### src/rtl/per_req_arb_rr_if.sv
// Request/grant bus with per-lane payload. The upstream side uses NUM_CH lanes,
// the downstream side a single lane.
interface per_req_arb_rr_if #(
    parameter int unsigned NUM_CH     = 1,
    parameter int unsigned ID_WIDTH   = 20,
    parameter int unsigned ADDR_WIDTH = 32,
    parameter int unsigned DATA_WIDTH = 32,
    parameter int unsigned BE_WIDTH   = DATA_WIDTH / 8
);
    logic [NUM_CH-1:0]                 req;
    logic [NUM_CH-1:0]                 gnt;
    logic [NUM_CH-1:0][ADDR_WIDTH-1:0] add;
    logic [NUM_CH-1:0]                 wen;
    logic [NUM_CH-1:0][DATA_WIDTH-1:0] wdata;
    logic [NUM_CH-1:0][BE_WIDTH-1:0]   be;
    logic [NUM_CH-1:0][ID_WIDTH-1:0]   id;

    modport master (output req, add, wen, wdata, be, id, input gnt);
    modport slave  (input req, add, wen, wdata, be, id, output gnt);
endinterface

### src/rtl/per_req_arb_rr.sv
// Round-robin arbiter of NUM_CH request channels onto one downstream port,
// with an optional single-entry registered output stage.
module per_req_arb_rr #(
    parameter int unsigned NUM_CH     = 4,
    parameter int unsigned ID_WIDTH   = 20,
    parameter int unsigned ADDR_WIDTH = 32,
    parameter int unsigned DATA_WIDTH = 32,
    parameter int unsigned BE_WIDTH   = DATA_WIDTH / 8,
    parameter bit          OUT_REG    = 1'b1
) (
    input  logic             clk,
    input  logic             rst_n,
    per_req_arb_rr_if.slave  io_up,
    per_req_arb_rr_if.master io_dn
);
    localparam int unsigned PTR_W = (NUM_CH > 1) ? $clog2(NUM_CH) : 1;
    localparam int unsigned IW    = PTR_W + 1;

    logic [PTR_W-1:0]      r_ptr;
    logic [PTR_W-1:0]      w_win;
    logic [IW-1:0]         w_idx;
    logic                  w_found;
    logic                  w_any;
    logic                  w_ld;
    logic [ADDR_WIDTH-1:0] w_sel_add;
    logic                  w_sel_wen;
    logic [DATA_WIDTH-1:0] w_sel_wdata;
    logic [BE_WIDTH-1:0]   w_sel_be;
    logic [ID_WIDTH-1:0]   w_sel_id;

    assign w_any = |io_up.req;

    // Cyclic search starting at r_ptr; w_idx never exceeds 2*NUM_CH-2.
    always_comb begin
        w_found = 1'b0;
        w_win   = '0;
        w_idx   = '0;
        for (int unsigned i = 0; i < NUM_CH; i++) begin
            w_idx = {1'b0, r_ptr} + IW'(i);
            if (w_idx >= IW'(NUM_CH)) begin
                w_idx = w_idx - IW'(NUM_CH);
            end
            if (!w_found && io_up.req[w_idx[PTR_W-1:0]]) begin
                w_found = 1'b1;
                w_win   = w_idx[PTR_W-1:0];
            end
        end
    end

    assign w_sel_add   = io_up.add[w_win];
    assign w_sel_wen   = io_up.wen[w_win];
    assign w_sel_wdata = io_up.wdata[w_win];
    assign w_sel_be    = io_up.be[w_win];
    assign w_sel_id    = io_up.id[w_win];

    always_comb begin
        io_up.gnt = '0;
        if (w_ld) begin
            io_up.gnt[w_win] = 1'b1;
        end
    end

    always_ff @(posedge clk or negedge rst_n) begin
        if (!rst_n) begin
            r_ptr <= '0;
        end else if (w_ld) begin
            r_ptr <= (w_win == PTR_W'(NUM_CH - 1)) ? '0 : w_win + 1'b1;
        end
    end

    if (OUT_REG) begin : g_reg
        logic                  r_valid;
        logic [ADDR_WIDTH-1:0] r_add;
        logic                  r_wen;
        logic [DATA_WIDTH-1:0] r_wdata;
        logic [BE_WIDTH-1:0]   r_be;
        logic [ID_WIDTH-1:0]   r_id;

        // Load when empty or when the held entry drains this cycle.
        assign w_ld = w_any & (~r_valid | io_dn.gnt[0]);

        always_ff @(posedge clk or negedge rst_n) begin
            if (!rst_n) begin
                r_valid <= 1'b0;
                r_add   <= '0;
                r_wen   <= 1'b0;
                r_wdata <= '0;
                r_be    <= '0;
                r_id    <= '0;
            end else if (w_ld) begin
                r_valid <= 1'b1;
                r_add   <= w_sel_add;
                r_wen   <= w_sel_wen;
                r_wdata <= w_sel_wdata;
                r_be    <= w_sel_be;
                r_id    <= w_sel_id;
            end else if (io_dn.gnt[0]) begin
                r_valid <= 1'b0;
            end
        end

        assign io_dn.req   = r_valid;
        assign io_dn.add   = r_add;
        assign io_dn.wen   = r_wen;
        assign io_dn.wdata = r_wdata;
        assign io_dn.be    = r_be;
        assign io_dn.id    = r_id;
    end else begin : g_comb
        assign w_ld        = w_any & io_dn.gnt[0];
        assign io_dn.req   = w_any;
        assign io_dn.add   = w_any ? w_sel_add   : '0;
        assign io_dn.wen   = w_any ? w_sel_wen   : 1'b0;
        assign io_dn.wdata = w_any ? w_sel_wdata : '0;
        assign io_dn.be    = w_any ? w_sel_be    : '0;
        assign io_dn.id    = w_any ? w_sel_id    : '0;
    end

    logic w_unused;
    assign w_unused = w_found;
endmodule

### src/flat_wrapper.sv
// flat-port wrapper written by rule: the top's interface ports become plain ports
module per_req_arb_rr_flat 
#(
    parameter int unsigned NUM_CH     = 4,
    parameter int unsigned ID_WIDTH   = 20,
    parameter int unsigned ADDR_WIDTH = 32,
    parameter int unsigned DATA_WIDTH = 32,
    parameter int unsigned BE_WIDTH   = DATA_WIDTH / 8,
    parameter bit          OUT_REG    = 1'b1
)
  (clk, rst_n, io_up_req, io_up_add, io_up_wen, io_up_wdata, io_up_be, io_up_id, io_up_gnt, io_dn_req, io_dn_add, io_dn_wen, io_dn_wdata, io_dn_be, io_dn_id, io_dn_gnt);
  per_req_arb_rr_if #(.NUM_CH(NUM_CH), .ID_WIDTH(ID_WIDTH), .ADDR_WIDTH(ADDR_WIDTH), .DATA_WIDTH(DATA_WIDTH), .BE_WIDTH(BE_WIDTH)) io_up_i ();
  per_req_arb_rr_if #(.NUM_CH(NUM_CH), .ID_WIDTH(ID_WIDTH), .ADDR_WIDTH(ADDR_WIDTH), .DATA_WIDTH(DATA_WIDTH), .BE_WIDTH(BE_WIDTH)) io_dn_i ();
  input  logic clk;
  input  logic rst_n;
  input wire logic [$bits(io_up_i.req)-1:0] io_up_req;
  input wire logic [$bits(io_up_i.add)-1:0] io_up_add;
  input wire logic [$bits(io_up_i.wen)-1:0] io_up_wen;
  input wire logic [$bits(io_up_i.wdata)-1:0] io_up_wdata;
  input wire logic [$bits(io_up_i.be)-1:0] io_up_be;
  input wire logic [$bits(io_up_i.id)-1:0] io_up_id;
  output wire logic [$bits(io_up_i.gnt)-1:0] io_up_gnt;
  output wire logic [$bits(io_dn_i.req)-1:0] io_dn_req;
  output wire logic [$bits(io_dn_i.add)-1:0] io_dn_add;
  output wire logic [$bits(io_dn_i.wen)-1:0] io_dn_wen;
  output wire logic [$bits(io_dn_i.wdata)-1:0] io_dn_wdata;
  output wire logic [$bits(io_dn_i.be)-1:0] io_dn_be;
  output wire logic [$bits(io_dn_i.id)-1:0] io_dn_id;
  input wire logic [$bits(io_dn_i.gnt)-1:0] io_dn_gnt;
  assign io_up_i.req = io_up_req;
  assign io_up_i.add = io_up_add;
  assign io_up_i.wen = io_up_wen;
  assign io_up_i.wdata = io_up_wdata;
  assign io_up_i.be = io_up_be;
  assign io_up_i.id = io_up_id;
  assign io_up_gnt = io_up_i.gnt;
  assign io_dn_req = io_dn_i.req;
  assign io_dn_add = io_dn_i.add;
  assign io_dn_wen = io_dn_i.wen;
  assign io_dn_wdata = io_dn_i.wdata;
  assign io_dn_be = io_dn_i.be;
  assign io_dn_id = io_dn_i.id;
  assign io_dn_i.gnt = io_dn_gnt;
  per_req_arb_rr #(.NUM_CH(NUM_CH), .ID_WIDTH(ID_WIDTH), .ADDR_WIDTH(ADDR_WIDTH), .DATA_WIDTH(DATA_WIDTH), .BE_WIDTH(BE_WIDTH), .OUT_REG(OUT_REG)) u_core (.clk(clk), .rst_n(rst_n), .io_up(io_up_i), .io_dn(io_dn_i));
endmodule
### config.mk
export PLATFORM = sky130hd
export DESIGN_NAME = per_req_arb_rr_flat
export DESIGN_NICKNAME = d
export VERILOG_FILES = /design/src/rtl/per_req_arb_rr_if.sv /design/src/rtl/per_req_arb_rr.sv /design/src/flat_wrapper.sv
export SDC_FILE = /design/constraint.sdc
export NUM_CORES = 1
export LEC_CHECK = 0
export CAP_MARGIN = 20
export CORE_AREA = 2 2 287 289
export CTS_CLUSTER_DIAMETER = 60
export CTS_CLUSTER_SIZE = 40
export DETAILED_ROUTE_END_ITERATION = 16
export DIE_AREA = 0 0 289 291
export DONT_BUFFER_PORTS = 1
export HOLD_SLACK_MARGIN = 0.08
export PLACE_DENSITY = 0.31
export SYNTH_ARGS = -nofsm -noshare
export SYNTH_HDL_FRONTEND = slang
export SYNTH_SLANG_ARGS = --single-unit
### constraint.sdc
create_clock -name clk -period 2.1 [get_ports clk]
set_clock_uncertainty 0.2 [all_clocks]
set_input_delay 0.21 -clock clk [delete_from_list [all_inputs] [get_ports clk]]
set_output_delay 0.21 -clock clk [all_outputs]
set_load 0.005 [all_outputs]
Word-level counts from Yosys, hierarchy flattened

Cells that the tools add are included.

$lt $le $gt $ge: 10
Multiplexer cells: 35
Bitwise operators: 3
Reductions and logical operators: 9
Equality and inequality tests: 1
$add $sub $neg: 8

Operators by type and width:

| kind                                                | count |
|---|---|
| binary-select mux 32 bit (select 2 bit)             | 2 |
| 2-to-1 mux 32 bit                                   | 2 |
| binary-select mux 20 bit (select 2 bit)             | 1 |
| 2-to-1 mux 20 bit                                   | 1 |
| 2-to-1 mux 2 bit                                    | 9 |
| < comparator 2 x 3 -> 1 bit, second input constant  | 5 |
| 2-to-1 mux 1 bit                                    | 11 |
| binary-select mux 1 bit (select 2 bit)              | 5 |
| >= comparator 3 bit, second input constant          | 3 |
| binary-select mux 4 bit (select 2 bit)              | 1 |
| 2-to-1 mux 4 bit                                    | 2 |
| subtractor 2 x 1 -> 2 bit, second input constant    | 4 |
| adder 2 x 2 -> 3 bit, second input constant         | 2 |
| logical AND 1 bit                                   | 4 |
| OR reduction 4 bit                                  | 1 |
| adder 2 x 1 -> 3 bit, second input constant         | 1 |
| >= comparator 2 x 3 -> 1 bit, second input constant | 1 |
| zero test 1 bit                                     | 3 |
| adder 2 x 1 -> 2 bit, second input constant         | 1 |
| demux 1 bit (select 2 bit)                          | 1 |
| == test 2 bit, second input constant                | 1 |
| >= comparator 2 x 1 -> 1 bit, second input constant | 1 |
| nonzero test 2 bit                                  | 1 |
| AND 1 bit                                           | 1 |
| 2 further kinds                                     | 2 |

Output and inout port bits: 364
Bits in registers: 92

Logic depth before layout (Yosys ltp)

Gate-level depths: netlist of the first run.

Depth after elaboration: 19
Depth in mapped cells: 9
Gate-level depth less buffers: 5

Worst setup path before layout of the first run

OpenSTA, ideal clock, no wires.

Path kind: register -> register
Start point: register u_core.r_ptr[1]
End point: register u_core.g_reg.r_add[10]
Setup time: 0.133 ns
Path slack: 0.090 ns
Arrival time: 1.678 ns
Buffers on the path: 4
Data required time: 1.767 ns
Stages on the path, launching flop included: 10
Period minus slack after synthesis: 2.010 ns
Cell sequence: dfrtp_1 buf_4 a21boi_1 o22a_1 buf_4 nand2_4 buf_6 buf_8 a2111oi_4 a211oi_1

Longest elaborated chain between the ends: 16
Elaborated cells between the ends (all ways): 38

Ends and longest elaborated chain:

| item                                                                          | line                 | RTL |
|---|---|---|
| start, declared                                                               | per_req_arb_rr.sv:19 | `logic [PTR_W-1:0] r_ptr;` |
| start signal, assigned                                                        | per_req_arb_rr.sv:67 | `r_ptr <= (w_win == PTR_W'(NUM_CH - 1)) ? '0 : w_win + 1'b1;` |
| parallel branches: the longest is 13 deep, another holds adder 2 x 1 -> 3 bit | -                    |  |
| 2-to-1 mux 2 bit (*)                                                          | per_req_arb_rr.sv:43 | `if (!w_found && io_up.req[w_idx[PTR_W-1:0]]) begin` |
| binary-select mux 32 bit (select 2 bit) (*)                                   | per_req_arb_rr.sv:50 | `assign w_sel_add = io_up.add[w_win];` |
| 2-to-1 mux 32 bit (not written as such) (*)                                   | per_req_arb_rr.sv:50 |  |
| end signal, assigned                                                          | per_req_arb_rr.sv:92 | `r_add <= w_sel_add;` |
| end, declared                                                                 | per_req_arb_rr.sv:73 | `logic [ADDR_WIDTH-1:0] r_add;` |

Every way passes the cells marked *. The select of a mux whose other input is x is not followed.
A chain may end at the register's enable or synchronous reset.

Worst setup path in the final report of the first run

Start point: register u_core.r_ptr[1]
End point: register u_core.g_reg.r_wdata[29]

Longest elaborated chain between the ends: 16
Elaborated cells between the ends (all ways): 38

Ends and longest elaborated chain:

| item                                                                          | line                 | RTL |
|---|---|---|
| parallel branches: the longest is 13 deep, another holds adder 2 x 1 -> 3 bit | -                    |  |
| 2-to-1 mux 2 bit (*)                                                          | per_req_arb_rr.sv:43 |  |
| binary-select mux 32 bit (select 2 bit) (*)                                   | per_req_arb_rr.sv:52 | `assign w_sel_wdata = io_up.wdata[w_win];` |
| 2-to-1 mux 32 bit (not written as such) (*)                                   | per_req_arb_rr.sv:52 |  |
| end signal, assigned                                                          | per_req_arb_rr.sv:94 | `r_wdata <= w_sel_wdata;` |
| end, declared                                                                 | per_req_arb_rr.sv:75 | `logic [DATA_WIDTH-1:0] r_wdata;` |

Marked as above.

==> results of run 1 <==
[logic make-up (layout without fill, tap and decap cells)]
kind of cell,Yosys count,count (layout)
DFF,92,92
buffers and inverters,349,466
other,1,277
muxes,90,90
xor gates and xnor gates,1,1
and+or+nand+nor,193,194
AOI/OAI and AO/OA,188,188
[per-layer routing]
metal  wire length [um]  vias up  share of wire  track usage
met4               1180        8          0.026       0.0391
met5                 52        -         0.0012            0
met1              17400     4023           0.38        0.103
li1                   -     3585              -            -
met3               2750       64          0.061       0.0201
met2              23800      457           0.53        0.169
[layout by cell type, fill, tap and decap left out, types with 2 or more instances in the layout]
cell,n
sky130_fd_sc_hd__buf_8,4
sky130_fd_sc_hd__o22a_4,2
sky130_fd_sc_hd__dfrtp_1,91
sky130_fd_sc_hd__clkinvlp_4,2
sky130_fd_sc_hd__mux2i_1,79
sky130_fd_sc_hd__a2111oi_0,6
sky130_fd_sc_hd__buf_12,14
sky130_fd_sc_hd__nor3_4,4
sky130_fd_sc_hd__a2111oi_2,37
sky130_fd_sc_hd__and3_1,81
sky130_fd_sc_hd__diode_2,7
sky130_fd_sc_hd__mux2i_4,5
sky130_fd_sc_hd__clkbuf_16,14
sky130_fd_sc_hd__buf_4,53
sky130_fd_sc_hd__a211oi_2,20
sky130_fd_sc_hd__buf_16,10
sky130_fd_sc_hd__nand2_4,2
sky130_fd_sc_hd__a2111oi_1,9
sky130_fd_sc_hd__nor2_1,90
sky130_fd_sc_hd__a21boi_2,2
sky130_fd_sc_hd__and3_4,8
sky130_fd_sc_hd__mux2i_2,6
sky130_fd_sc_hd__buf_6,19
sky130_fd_sc_hd__clkbuf_1,2
sky130_fd_sc_hd__a211oi_1,69
sky130_fd_sc_hd__a2111oi_4,37
sky130_fd_sc_hd__nand2_1,3
sky130_fd_sc_hd__dlygate4sd3_1,344
sky130_fd_sc_hd__conb_1,270
[state kept, by name (all words and copies together) (netlist names)]
| register | count |
|---|---|
| u_core.g_reg.r_be | 4 |
| u_core.g_reg.r_wen | 1 |
| u_core.r_ptr | 2 |
| u_core.g_reg.r_id | 20 |
| u_core.g_reg.r_valid | 1 |
| u_core.g_reg.r_wdata | 32 |
| u_core.g_reg.r_add | 32 |
[worst max-delay path, stage by stage, from the launching register on]
cell and delay (ps):
sky130_fd_sc_hd__dfrtp_2 470, sky130_fd_sc_hd__a21o_1 190, sky130_fd_sc_hd__a21boi_2 210, sky130_fd_sc_hd__o22ai_4 140, sky130_fd_sc_hd__buf_12 220, sky130_fd_sc_hd__a2111oi_4 600
sky130_fd_sc_hd__a211oi_1 90
[area by class of cell]
| type | instances | area, um^2 |
|---|---|---|
| diodes | 7 | 17.5 |
| multi-input cells | 743 | 5730 |
| flip-flops and latches | 92 | 2300 |
| repair buffers | 450 | 4800 |
| clock buffers | 12 | 246 |
| inverters | 1 | 3.75 |
| well taps | 1070 | 1340 |
| fillers | 8961 | 66700 |
| clock inverters | 3 | 23.8 |
[power by group through the flow]
| stage | Combinational (mW) | Sequential, mW | Clock [mW] |
|---|---|---|---|
| after floorplan | 2.75 | 2.82 | 0 |
| after global placement | 3.43 | 3.17 | 0 |
| after detailed placement | 3.49 | 3.16 | 0 |
| after CTS | 4.96 | 3.13 | 1.88 |
| after global routing | 6.50 | 3.19 | 1.92 |
| final | 6.09 | 3.11 | 1.73 |
[through the flow]
stage	hold slack, ps	utilization
detailed placement	-281	0.110
global placement	-281	0.110
CTS	-745	0.165
floorplan	-286	-
finish	-688	0.178
global route	-734	0.178
[repair_timing]
| action | in CTS | in global routing |
|---|---|---|
| pin swaps | 11 | 27 |
| hold buffers | 342 | 2 |
| setup buffers | 9 | 22 |
| hold endpoints to repair | 182 | 94 |
| cloned | 7 | 10 |
| gates resized for setup | 126 | 140 |
| endpoints found under the setup margin | 95 | 93 |
[path summary, 6_finish.rpt]
| kind | from | end | slack, ps | depth (start not counted) |
|---|---|---|---|---|
| worst max-delay path | u_core.r_ptr[1] | u_core.g_reg.r_wdata[29] | -230 | 6 |
| max in group asynchronous | rst_n | u_core.g_reg.r_id[18] | 2160 | 0 |
| worst min-delay path | rst_n | u_core.g_reg.r_wdata[8] | -690 | 0 |
| min in group clk | io_up_id[68] | u_core.g_reg.r_id[8] | 170 | 4 |
| worst max register to register | u_core.r_ptr[1] | u_core.g_reg.r_wdata[29] | -230 | 6 |
| worst min register to register | u_core.g_reg.r_wdata[14] | u_core.g_reg.r_wdata[14] | 390 | 2 |
==> results.txt, run 1 <==
Including well taps, the total number of placed cells is about 2000. The CTS sink count is between 90 and 100. The summed instance area of the synthesized netlist came out at 8330 um^2. Buffers inserted during clock tree synthesis total 9. In the final design database the tool counted roughly 1700 nets. The H-tree was split into 3 levels. The number of antenna-violating nets in the routed design is 0. The post-synthesis simple-gate area fraction came out at 0.118. The DRC violation count after routing came out at 0. Among all cell types in the netlist, the one instantiated most often is sky130_fd_sc_hd__buf_4. The clock-pin slew on the worst setup and hold paths is 80 ps. The placed cell area is about 8900 um^2.

Setup repair after global routing could not meet its margin everywhere. The detailed router placed a little over 8000 vias in this run. From synthesis to final layout, the design area changed by 73.5%. The leakage power came out at ~5.7 nW. The number of hold-slack violations in the final timing report came out at roughly 90. For this design the top-level I/O count stands at 730. The starting DRC count in detailed routing is between 300 and 400. For this configuration, the core starts out at a cell density of 0.103. At the worst endpoint, the arrival time is between 2000 and 2500 ps.

The half-perimeter wire length after detailed placement is approximately 27000 um. The maximum number of pins on one net before global-route repair is slightly above 90. The count of final max-slew check failures came out at 0.

The dominant register cell in the synthesized netlist is sky130_fd_sc_hd__dfrtp_1. The tightest slew margin relative to the limit came out at 0.620. The flip-flop and latch count after synthesis is 92. The worst-path maximum fanout is 22.

The clock period minus worst slack came out at about 2300 ps. Buffers placed on the I/O ports in this run total 0. The routed length per instance came out at approximately 19 um. The setup path with the least slack is of type register to register. The total internal power is 6.15 mW. Of the total synthesized cell area, the portion taken by full adders, half adders and majority gates is 0. At the placement stage, the worst setup path has a slack of -641 ps. The commonest cells after synthesis are sky130_fd_sc_hd__buf_4, sky130_fd_sc_hd__dfrtp_1, sky130_fd_sc_hd__mux2i_1, sky130_fd_sc_hd__nor2_1, sky130_fd_sc_hd__and3_1. The share of Yosys cell area claimed by the top area cell type came out at 0.276. The final total negative setup slack is -7330 ps.

The mean cell area of the mapped netlist is 9.12 um^2. Clock latency on the worst-skew pair, taken at its later pin, is 380 ps. The net switching share of the total power is 0.437.

The fraction of power consumed by combinational cells came out at 0.557. The minimum setup slack in the final design is -232 ps. The die height came out at 291 um. The checks that failed: negative hold slack, negative setup slack. The number of max-cap violations is 0. The post-route cell area is 14500 um^2. The via-per-instance ratio is roughly 3.4. The async set-reset flop share out of synthesis is 1.00. Across every metal layer, demand over resource in global routing totals 0.0930.

For this design the total switching power over the nets is 4.78 mW. The compound-gate portion of the synthesized area is 0.204. The fraction of layout cells with a size suffix above 1 came out at 0.193. The final cell count without fillers came out at 2378. The initialized floorplan defines about 110 standard-cell rows. TritonCTS built the clock tree. The nature of the critical path startpoint is a register. The worst setup path is captured at a register. The synthesized-area fraction occupied by xor and xnor cells is 0.00105. The power density relative to cell area is roughly 760 nW/um^2.

The first global-routing pass estimated around 57000 um of wire. The gate count after technology mapping is 914. The required time of the critical path came out at between 2000 and 2500 ps. The Yosys step of the flow raised 0 warnings. The largest family of logic cells by synthesized area is buffers and inverters. The run finished, with violations left. The core area came out at around 81000 um^2.

The number of antenna violations at the first check in global routing is 9. The slew at the pin closest to its max-slew limit came out at roughly 570 ps. The maximum VDD drop is between 300 and 400 uV. Yosys mapped the design onto 34 distinct sky130hd cell types. The class of the tightest hold or removal check is input port to async pin. The overall power of the completed layout came out at roughly 11 mW. After global routing the overflow that remains totals 0. Of the total power, registers draw 0.285. The maximum clock insertion buffer count came out at 2.

Clock tree synthesis selected as its root buffer the cell sky130_fd_sc_hd__clkbuf_16. The x dimension of the die came out at between 200 and 300 um. The first-pass iteration count of the detailed router came out at 4. The smallest hold slack came out at -688 ps. The number of endpoints failing setup at the final stage is between 80 and 90. The post-route fraction of the period consumed by the critical path came out at 1.11. The fraction of power consumed by the clock network is 0.159. Yosys attributes the largest share of cell area to sky130_fd_sc_hd__dfrtp_1, sky130_fd_sc_hd__buf_4, sky130_fd_sc_hd__mux2i_1. The mux contribution to synthesized area came out at 0.108. At the end of routability-driven placement, the weighted congestion stood at roughly 0.77. The final wirelength came out at 45200 um. The sequential share of the synthesized area is 0.276.

The most area-hungry cell type in the Yosys netlist is sky130_fd_sc_hd__dfrtp_1. The number of enable flip-flop cells after synthesis is 0. The via count of the first global-routing pass is between 8000 and 9000. The area of the die is roughly 84000 um^2. The highest clock frequency the design can meet came out at about 430 MHz.
(Power assumes the default switching activity.)
==> run 2, diff against run 1 <==
--- a/config.mk
+++ b/config.mk
@@ -7,6 +7,7 @@
 export LEC_CHECK = 0
 export CAP_MARGIN = 20
 export CORE_AREA = 2 2 287 289
+export CTS_BUF_LIST = sky130_fd_sc_hd__clkbuf_2
 export CTS_CLUSTER_DIAMETER = 60
 export CTS_CLUSTER_SIZE = 40
 export DETAILED_ROUTE_END_ITERATION = 16
==> results.txt, run 2 <==
The most frequent cell after synthesis is sky130_fd_sc_hd__buf_4. The number of resized instances in the post-cts repair step is 318. The dominant register cell in the synthesized netlist is sky130_fd_sc_hd__dfrtp_1. The CTS sink count came out at 92. The share of synthesized area in the top cell type comes to 0.276. The number of buffers inserted during clock tree synthesis came out at 9. In the synthesized netlist, the cells that appear most often are sky130_fd_sc_hd__buf_4, sky130_fd_sc_hd__dfrtp_1, sky130_fd_sc_hd__mux2i_1, sky130_fd_sc_hd__nor2_1, sky130_fd_sc_hd__and3_1.

The number of hold buffers added after cts came out at about 410. By area the synthesized netlist is led by sky130_fd_sc_hd__dfrtp_1, sky130_fd_sc_hd__buf_4, sky130_fd_sc_hd__mux2i_1. In this run the number of H-tree levels came out at 3. The root buffer cell is sky130_fd_sc_hd__clkbuf_2.

For this configuration, the core starts out at a cell density of 0.103. The die height is roughly 290 um. The cell count after placement is around 2000.

After synthesis the netlist holds a flip-flop and latch count of 92. Of all cell types, the one taking the most synthesized area is sky130_fd_sc_hd__dfrtp_1. Once the clock tree was built, the setup fixing pass inserted 33 buffers. The stage where the run came to a stop is clock tree synthesis (4_1_cts). The sequential share of the synthesized area came out at 0.276. The flow did not finish.

The gate count after technology mapping is between 900 and 1000. The summed instance area of the synthesized netlist is between 8000 and 9000 um^2. The first error in the log reads "[ERROR RSZ-0060] Max buffer count reached".

The longest clock path from root to sink contains 2 buffers. During synthesis, Yosys emitted a total of 0 warnings. The number of distinct library cell variants in the gate-level netlist after synthesis is 34. The number of placed I/O pins is 730. The weighted congestion at the end of routability-driven global placement came out at between 0.7 and 0.8. The floorplan step set the die width to 289 um. Port buffering added 0 buffers. The number of enable flip-flop cells after synthesis came out at 0. The initialized floorplan defines between 100 and 150 standard-cell rows. The mean cell area of the mapped netlist is between 9 and 10 um^2. The half-perimeter wire length after detailed placement came out at approximately 27000 um. For this run, asynchronously set or reset flops after synthesis account for 1.00.
run 2: kinds of logic after synthesis:
kind of cell           count (synthesis)  synth area share
buffers and inverters                349             0.292
AND/OR/NAND/NOR                      193             0.118
AO/OA/AOI/OAI                        188             0.204
flip-flops                            92             0.276
multiplexers                          90             0.108
XOR/XNOR                               1           0.00105
other                                  1          0.000450
run 2: through the flow:
step | setup TNS [ps] | cell area [um^2] | hold WS, ps | worst slack (ps) | utilization
after floorplan | 0 | 9340 | -286 | 89.6 | -
after global placement | -18150 | 8900 | -281 | -1440 | 0.110
after detailed placement | -14500 | 8920 | -281 | -641 | 0.110
==> run 3, diff against run 2 <==
==> config.mk (replaced) <==
export PLATFORM = sky130hd
export DESIGN_NAME = per_req_arb_rr_flat
export DESIGN_NICKNAME = d
export VERILOG_FILES = /design/src/rtl/per_req_arb_rr_if.sv /design/src/rtl/per_req_arb_rr.sv /design/src/flat_wrapper.sv
export SDC_FILE = /design/constraint.sdc
export NUM_CORES = 1
export LEC_CHECK = 0
export CAP_MARGIN = 20
export CORE_AREA = 2 2 286 288
export DETAILED_ROUTE_END_ITERATION = 16
export DIE_AREA = 0 0 288 290
export DONT_BUFFER_PORTS = 1
export PLACE_DENSITY_LB_ADDON = 0.15
export SYNTH_ARGS = -nofsm -noshare
export SYNTH_HDL_FRONTEND = slang
export SYNTH_SLANG_ARGS = --single-unit
==> constraint.sdc (replaced) <==
create_clock -name clk -period 2.7 [get_ports clk]
set_clock_uncertainty 0.2 [all_clocks]
set_input_delay 0.27 -clock clk [delete_from_list [all_inputs] [get_ports clk]]
set_output_delay 0.27 -clock clk [all_outputs]
set_load 0.005 [all_outputs]
==> results.txt, run 3 (synthesized netlist as in run 1, its figures left out) <==
The x dimension of the die is ~290 um. The reg-to-reg critical path endpoint is u_core.g_reg.r_add[25]. Setup repair after global routing could not meet its margin everywhere. The leakage power is between 4 and 5 nW. The clock-pin slew on the worst setup and hold paths is around 90 ps. The startpoint identified for the worst register-to-register timing path is u_core.r_ptr[1]. The via count of the first global-routing pass came out at 7695. In this run the most critical hold path is launched from io_up_wdata[26]. The aggregate global-route resource usage is 0.0885. The tightest slew margin relative to the limit is 0.481. In the layout the commonest cells are sky130_fd_sc_hd__conb_1, sky130_fd_sc_hd__dlygate4sd3_1, sky130_fd_sc_hd__dfrtp_1, sky130_fd_sc_hd__nor2_1.

The DRC violation count after routing came out at 0. The number of cells on the worst reg-to-reg path is 8. For this run the aggregate overflow at the end of global routing stands at 0. The count of final max-slew check failures came out at 0. The wire length of the first global-routing pass came out at 53800 um. In this run the power density over the cells is just over 600 nW/um^2. The critical path starts at u_core.r_ptr[1].

Along the worst hold path, the cell count comes to 2. The type of element capturing the critical path is a register. The root buffer cell is sky130_fd_sc_hd__clkbuf_16. The clock period minus worst slack came out at 2650 ps. The most critical setup path has its endpoint at u_core.g_reg.r_add[25]. The critical path is of the register to register type. In the final routed layout, each cell accounts on average for between 15 and 20 um. The worst-path maximum fanout is 36. The data arrival time of the critical path is between 2000 and 3000 ps. The post-route fraction of the period consumed by the critical path is 0.982.

The class of the tightest hold or removal check is input port to register. The number of buffers inserted during clock tree synthesis is 9. The net switching share of the total power is 0.422. TritonCTS built the clock tree. The number of antenna-violating nets in the routed design is 0. The later-pin clock latency in the skew report came out at 380 ps. The die height is roughly 290 um. The starting density of the core came out at 0.104. The final layout contains 1500 nets.

The worst path meets setup with 49.1 ps of slack. Of the total power, registers draw 0.339. The total area inside the core boundary comes to roughly 80000 um^2. The worst setup path is launched from a register.

The detailed router finished its first iteration with between 200 and 250 violations. The floorplan step defined a die boundary enclosing 83500 um^2. The congestion estimate from routability-driven global placement came to ~0.75. For this block, the routed nets add up to 38700 um of wire. The fraction of layout cells with a size suffix above 1 is 0.0781. The CTS sink count is just over 90.

The required time of the critical path came out at 2790 ps. The number of hold-slack violations in the final timing report was 0. The largest registers in the layout are u_core.g_reg.r_add (32), u_core.g_reg.r_wdata (32), u_core.g_reg.r_id (20). The maximum level of the CTS H-tree is 3. IR analysis of the VDD net gives a maximum drop of a little under 300 uV.

The fraction of power consumed by the clock network is 0.218. The count of port buffers added during placement came out at 0. The floorplan row count came out at about 100. The area growth from synthesis to layout is 39.8%.

The first-pass iteration count of the detailed router came out at 4. The maximum clock insertion buffer count came out at 2. The number of placed I/O pins is 730. Across the run, the number of max-cap violations was 0. The pre-CTS setup slack came out at -352 ps. Static timing analysis puts the maximum clock frequency at between 300 and 400 MHz.

The filler cells instantiated in the layout total roughly 9200. The final total negative setup slack came out at 0 ps. The run finished with clean final reports. The fraction of power consumed by combinational cells is 0.443.

The wire-length estimate of the detail-placed layout is approximately 28000 um. The slew at the pin closest to its max-slew limit is 778 ps. The switching component of the power came out at 3.03 mW. The total internal power is 4.14 mW. After detailed routing, the number of vias per cell comes to around 3.3.

The library cell used most frequently in the layout, excluding fill and tap cells, is sky130_fd_sc_hd__conb_1. Setup violations remaining at the end of the flow were counted as 0. The maximum number of pins on one net before global-route repair is 93. The via count is 7215. The number of antenna violations at the first check in global routing is 8. The worst setup slack for register-to-register paths is a little under 50 ps.
-- run 3: through the flow --
stage	cell area [um^2]	instances	hold WS [ps]	utilization	power (mW)
global route	11600	2201	42.2	0.145	7.73
CTS	11600	2199	0.461	0.144	7.36
finish	11600	2206	38.3	0.145	7.17
global placement	8740	1935	-220	0.109	5.16
floorplan	9340	1183	-226	-	4.33
detailed placement	8750	1937	-223	0.109	5.16
-- run 3: worst min path at each step --
stage	slack, ps	endpoint
CTS	0.5	u_core.g_reg.r_wdata[26]
global placement	-220	u_core.g_reg.r_wdata[3]
detailed placement	-220	u_core.g_reg.r_add[28]
finish	40	u_core.g_reg.r_wdata[26]
global route	40	u_core.g_reg.r_add[8]
floorplan	-230	u_core.g_reg.r_add[0]
-- run 3: final cells by class --
type | instances | area, um^2 | share of cell area
sequential | 92 | 2300 | 0.198
tap | 1060 | 1330 | 0.114
inverter | 1 | 3.75 | 0.000322
clock inverter | 7 | 96.3 | 0.00827
multi-input combinational | 742 | 4730 | 0.406
timing repair buffer | 288 | 2950 | 0.253
antenna | 7 | 17.5 | 0.00150
clock buffer | 9 | 225 | 0.0193
-- run 3: timing repair --
action / 4_1_cts / 5_1_grt
buffers inserted: 0 / 0
hold buffers: 246 / 0
pin swaps: 0 / 0
setup endpoints to repair: 5 / 33
resized for setup: 8 / 10
cloned: 0 / 0
endpoints found under the hold margin: 182 / 0
-- run 3: worst max-delay path, cell delays in order (launching register included) --
cell,delay (ps)
sky130_fd_sc_hd__dfrtp_2,490
sky130_fd_sc_hd__a21boi_1,210
sky130_fd_sc_hd__o22a_4,240
sky130_fd_sc_hd__nand2_8,90
sky130_fd_sc_hd__buf_12,150
sky130_fd_sc_hd__buf_16,180
sky130_fd_sc_hd__mux2i_1,140
sky130_fd_sc_hd__dlygate4sd3_1,560
sky130_fd_sc_hd__a211oi_1,260
-- run 3: power groups by stage --
stage               Combinational [mW]  Clock (mW)  Sequential [mW]
floorplan                         2.14           0             2.20
global placement                  2.67           0             2.49
detailed placement                2.68           0             2.48
CTS                               3.19        1.71             2.46
global route                      3.49        1.74             2.50
finish                            3.18        1.56             2.43
-- run 3: metal layers --
layer	GRT usage	vias up	part of all wire
met5	0	-	0.00034
met4	0.0334	2	0.023
met3	0.0200	39	0.067
met2	0.163	396	0.53
met1	0.0971	3535	0.38
li1	-	3243	-
==> run 4, diff against run 3 <==
--- a/config.mk
+++ b/config.mk
@@ -6,9 +6,9 @@
 export NUM_CORES = 1
 export LEC_CHECK = 0
 export CAP_MARGIN = 20
-export CORE_AREA = 2 2 286 288
+export CORE_AREA = 2 2 280 282
 export DETAILED_ROUTE_END_ITERATION = 16
-export DIE_AREA = 0 0 288 290
+export DIE_AREA = 0 0 282 284
 export DONT_BUFFER_PORTS = 1
 export PLACE_DENSITY_LB_ADDON = 0.15
 export SYNTH_ARGS = -nofsm -noshare
==> results.txt, run 4 (synthesized netlist as in run 1, its figures left out) <==
The run finished with clean final reports. In this run, CTS created clock tree buffers numbering 9. The finished cells cover between 10000 and 15000 um^2. The later-pin clock latency in the skew report is about 380 ps.

Setup violations remaining at the end of the flow were counted as 0. Entering global routing, the biggest net connects 93 pins. The number of cell instances on the worst register-to-register path came out at 7. The DRC violation count after routing came out at 0.

The maximum level of the CTS H-tree is 3. The number of placed I/O pins came out at 730. The number of hold-slack violations in the final timing report came out at 0. The number of antenna-violating nets in the routed design came out at 0. In the finished design, the share of the clock period the worst path needs comes to 0.960.

The starting density of the core is 0.108. The x dimension of the die is around 280 um. The largest registers in the layout are u_core.g_reg.r_add (32), u_core.g_reg.r_wdata (32), u_core.g_reg.r_id (20). STA classifies the critical path endpoint as a register. Routability-driven placement finished with a final weighted congestion of between 0.7 and 0.8.

The clock-pin slew on the worst setup and hold paths came out at approximately 80 ps. The register area is 2300 um^2. The via count is roughly 7000. In this run, the number of DRC markers left after iteration 0 of detailed routing was 222. Counting every sink on the clock net gives 92. The routed length per instance is around 17 um. The cell count after placement came out at between 1500 and 2000. The aggregate global-route resource usage came out at 0.0892. STA classifies the critical path startpoint as a register.

The floorplan step defined a die boundary enclosing 80100 um^2. Derived from the worst setup path, the maximum achievable clock frequency is about 390 MHz. Port buffering added 0 buffers. The floorplan row count came out at about 100.

The number of filler instances in the final layout came out at 8734. For the pin with the worst max-slew slack, the measured transition is 647 ps. After the last flow step, the layout net total stands at about 1500. The via count of the first global-routing pass came out at 7424.

The finished layout holds roughly 2200 standard cells, fillers aside. The pre-CTS setup slack is -182 ps. The placed cell area came out at between 8000 and 9000 um^2. The largest incremental delay on the critical path is 570 ps. The tightest slew margin relative to the limit is 0.557. The count of final max-slew check failures came out at 0. The first-pass iteration count of the detailed router came out at 4. The smallest hold slack came out at ~18 ps.

The tightest min-delay check is of the input port to register type. In the final layout, the share of cells above drive strength 1 is 0.0667. The number of max-cap violations is 0. The maximum clock insertion buffer count came out at 2.

The final wirelength came out at ~38000 um. The wire length of the first global-routing pass is about 52000 um. The combined area of the multi-input logic cells is between 4000 and 5000 um^2. The signal on the critical path passes through nand2b_1 -> o22a_4 -> nand2_8 -> buf_16 -> mux2i_1 -> dlygate4sd3_1 -> a211oi_1. The final total negative setup slack came out at 0 ps.

The root buffer cell is sky130_fd_sc_hd__clkbuf_16. The required time of the critical path came out at ~2700 ps. In the layout the commonest cells are sky130_fd_sc_hd__conb_1, sky130_fd_sc_hd__dlygate4sd3_1, sky130_fd_sc_hd__dfrtp_1, sky130_fd_sc_hd__nor2_1.

The cell with the biggest individual delay on the critical path is sky130_fd_sc_hd__dlygate4sd3_1. The leakage power came out at roughly 4.7 nW. For this run the aggregate overflow at the end of global routing stands at 0. The number of antenna violations at the first check in global routing was 10. The core area is about 77000 um^2. The number of stages on the worst hold path came out at 2. After layout, the worst setup slack is 108 ps. The clock period minus worst slack came out at 2590 ps. The half-perimeter wire length after detailed placement came out at approximately 26000 um. The via-per-instance ratio came out at between 3 and 4.

The most common cell after layout, fill and taps aside is sky130_fd_sc_hd__conb_1. Setup repair after global routing could not meet its margin everywhere. TritonCTS built the clock tree. The die height is ~280 um. The worst-path maximum fanout came out at slightly above 40. The worst setup path is of the register to register kind. The data arrival time of the critical path came out at about 2600 ps.

The power density relative to cell area is slightly above 600 nW/um^2. The maximum VDD drop came out at 271 uV. The area growth from synthesis to layout is 37.4%.
-- run 4: routing by layer --
layer | track usage | share of wire | vias up
li1 | - | - | 3224
met1 | 0.0976 | 0.38 | 3443
met2 | 0.164 | 0.52 | 352
met3 | 0.0265 | 0.083 | 27
met4 | 0.0266 | 0.015 | 4
met5 | 0 | 0.00061 | -
-- run 4: worst paths after layout --
| kind | start | endpoint | slack (ps) |
|---|---|---|---|
| worst min-delay path | io_up_wdata[62] | u_core.g_reg.r_wdata[30] | 20 |
| max in group asynchronous | rst_n | u_core.g_reg.r_id[13] | 1520 |
| worst max register to register | u_core.r_ptr[0] | u_core.g_reg.r_wdata[21] | 110 |
| worst max-delay path | u_core.r_ptr[0] | u_core.g_reg.r_wdata[21] | 110 |
| min in group asynchronous | rst_n | u_core.g_reg.r_wdata[0] | 290 |
| worst min register to register | u_core.g_reg.r_add[19] | u_core.g_reg.r_add[19] | 390 |
-- run 4: what timing repair did --
action	in CTS	in global routing
cloned	0	0
resized for setup	3	13
pin swaps	0	1
hold endpoints to repair	181	2
setup endpoints to repair	5	23
setup buffers	0	0
hold buffers	241	2
-- run 4: final cells by class --
cell class / count / share of cell area
diodes: 8 / 0.00175
inverters: 1 / 0.000328
multi-input cells: 742 / 0.410
clock buffers: 9 / 0.0197
repair buffers: 274 / 0.247
flip-flops and latches: 92 / 0.201
clock inverters: 7 / 0.00710
well taps: 1040 / 0.114
-- run 4: through the flow --
stage / total power [mW] / utilization
CTS: 7.17 / 0.148
global route: 7.56 / 0.149
floorplan: 4.33 / -
detailed placement: 5.07 / 0.112
global placement: 5.07 / 0.112
finish: 7.03 / 0.149
-- run 4: critical path: cells and delay by family, from the launching register on --
kind / cells / cell delay (ps)
AOI/OAI and AO/OA: 2 / 340
buffers and inverters: 2 / 830
DFF: 1 / 420
muxes: 1 / 230
and+or+nand+nor: 2 / 370
-- run 4: where the power goes --
part           total (mW)  internal [mW]  leakage (nW)  switching, mW
clock                1.50          0.740         0.153          0.761
sequential           2.45           1.88          1.02          0.570
combinational        3.08           1.39          3.54           1.69
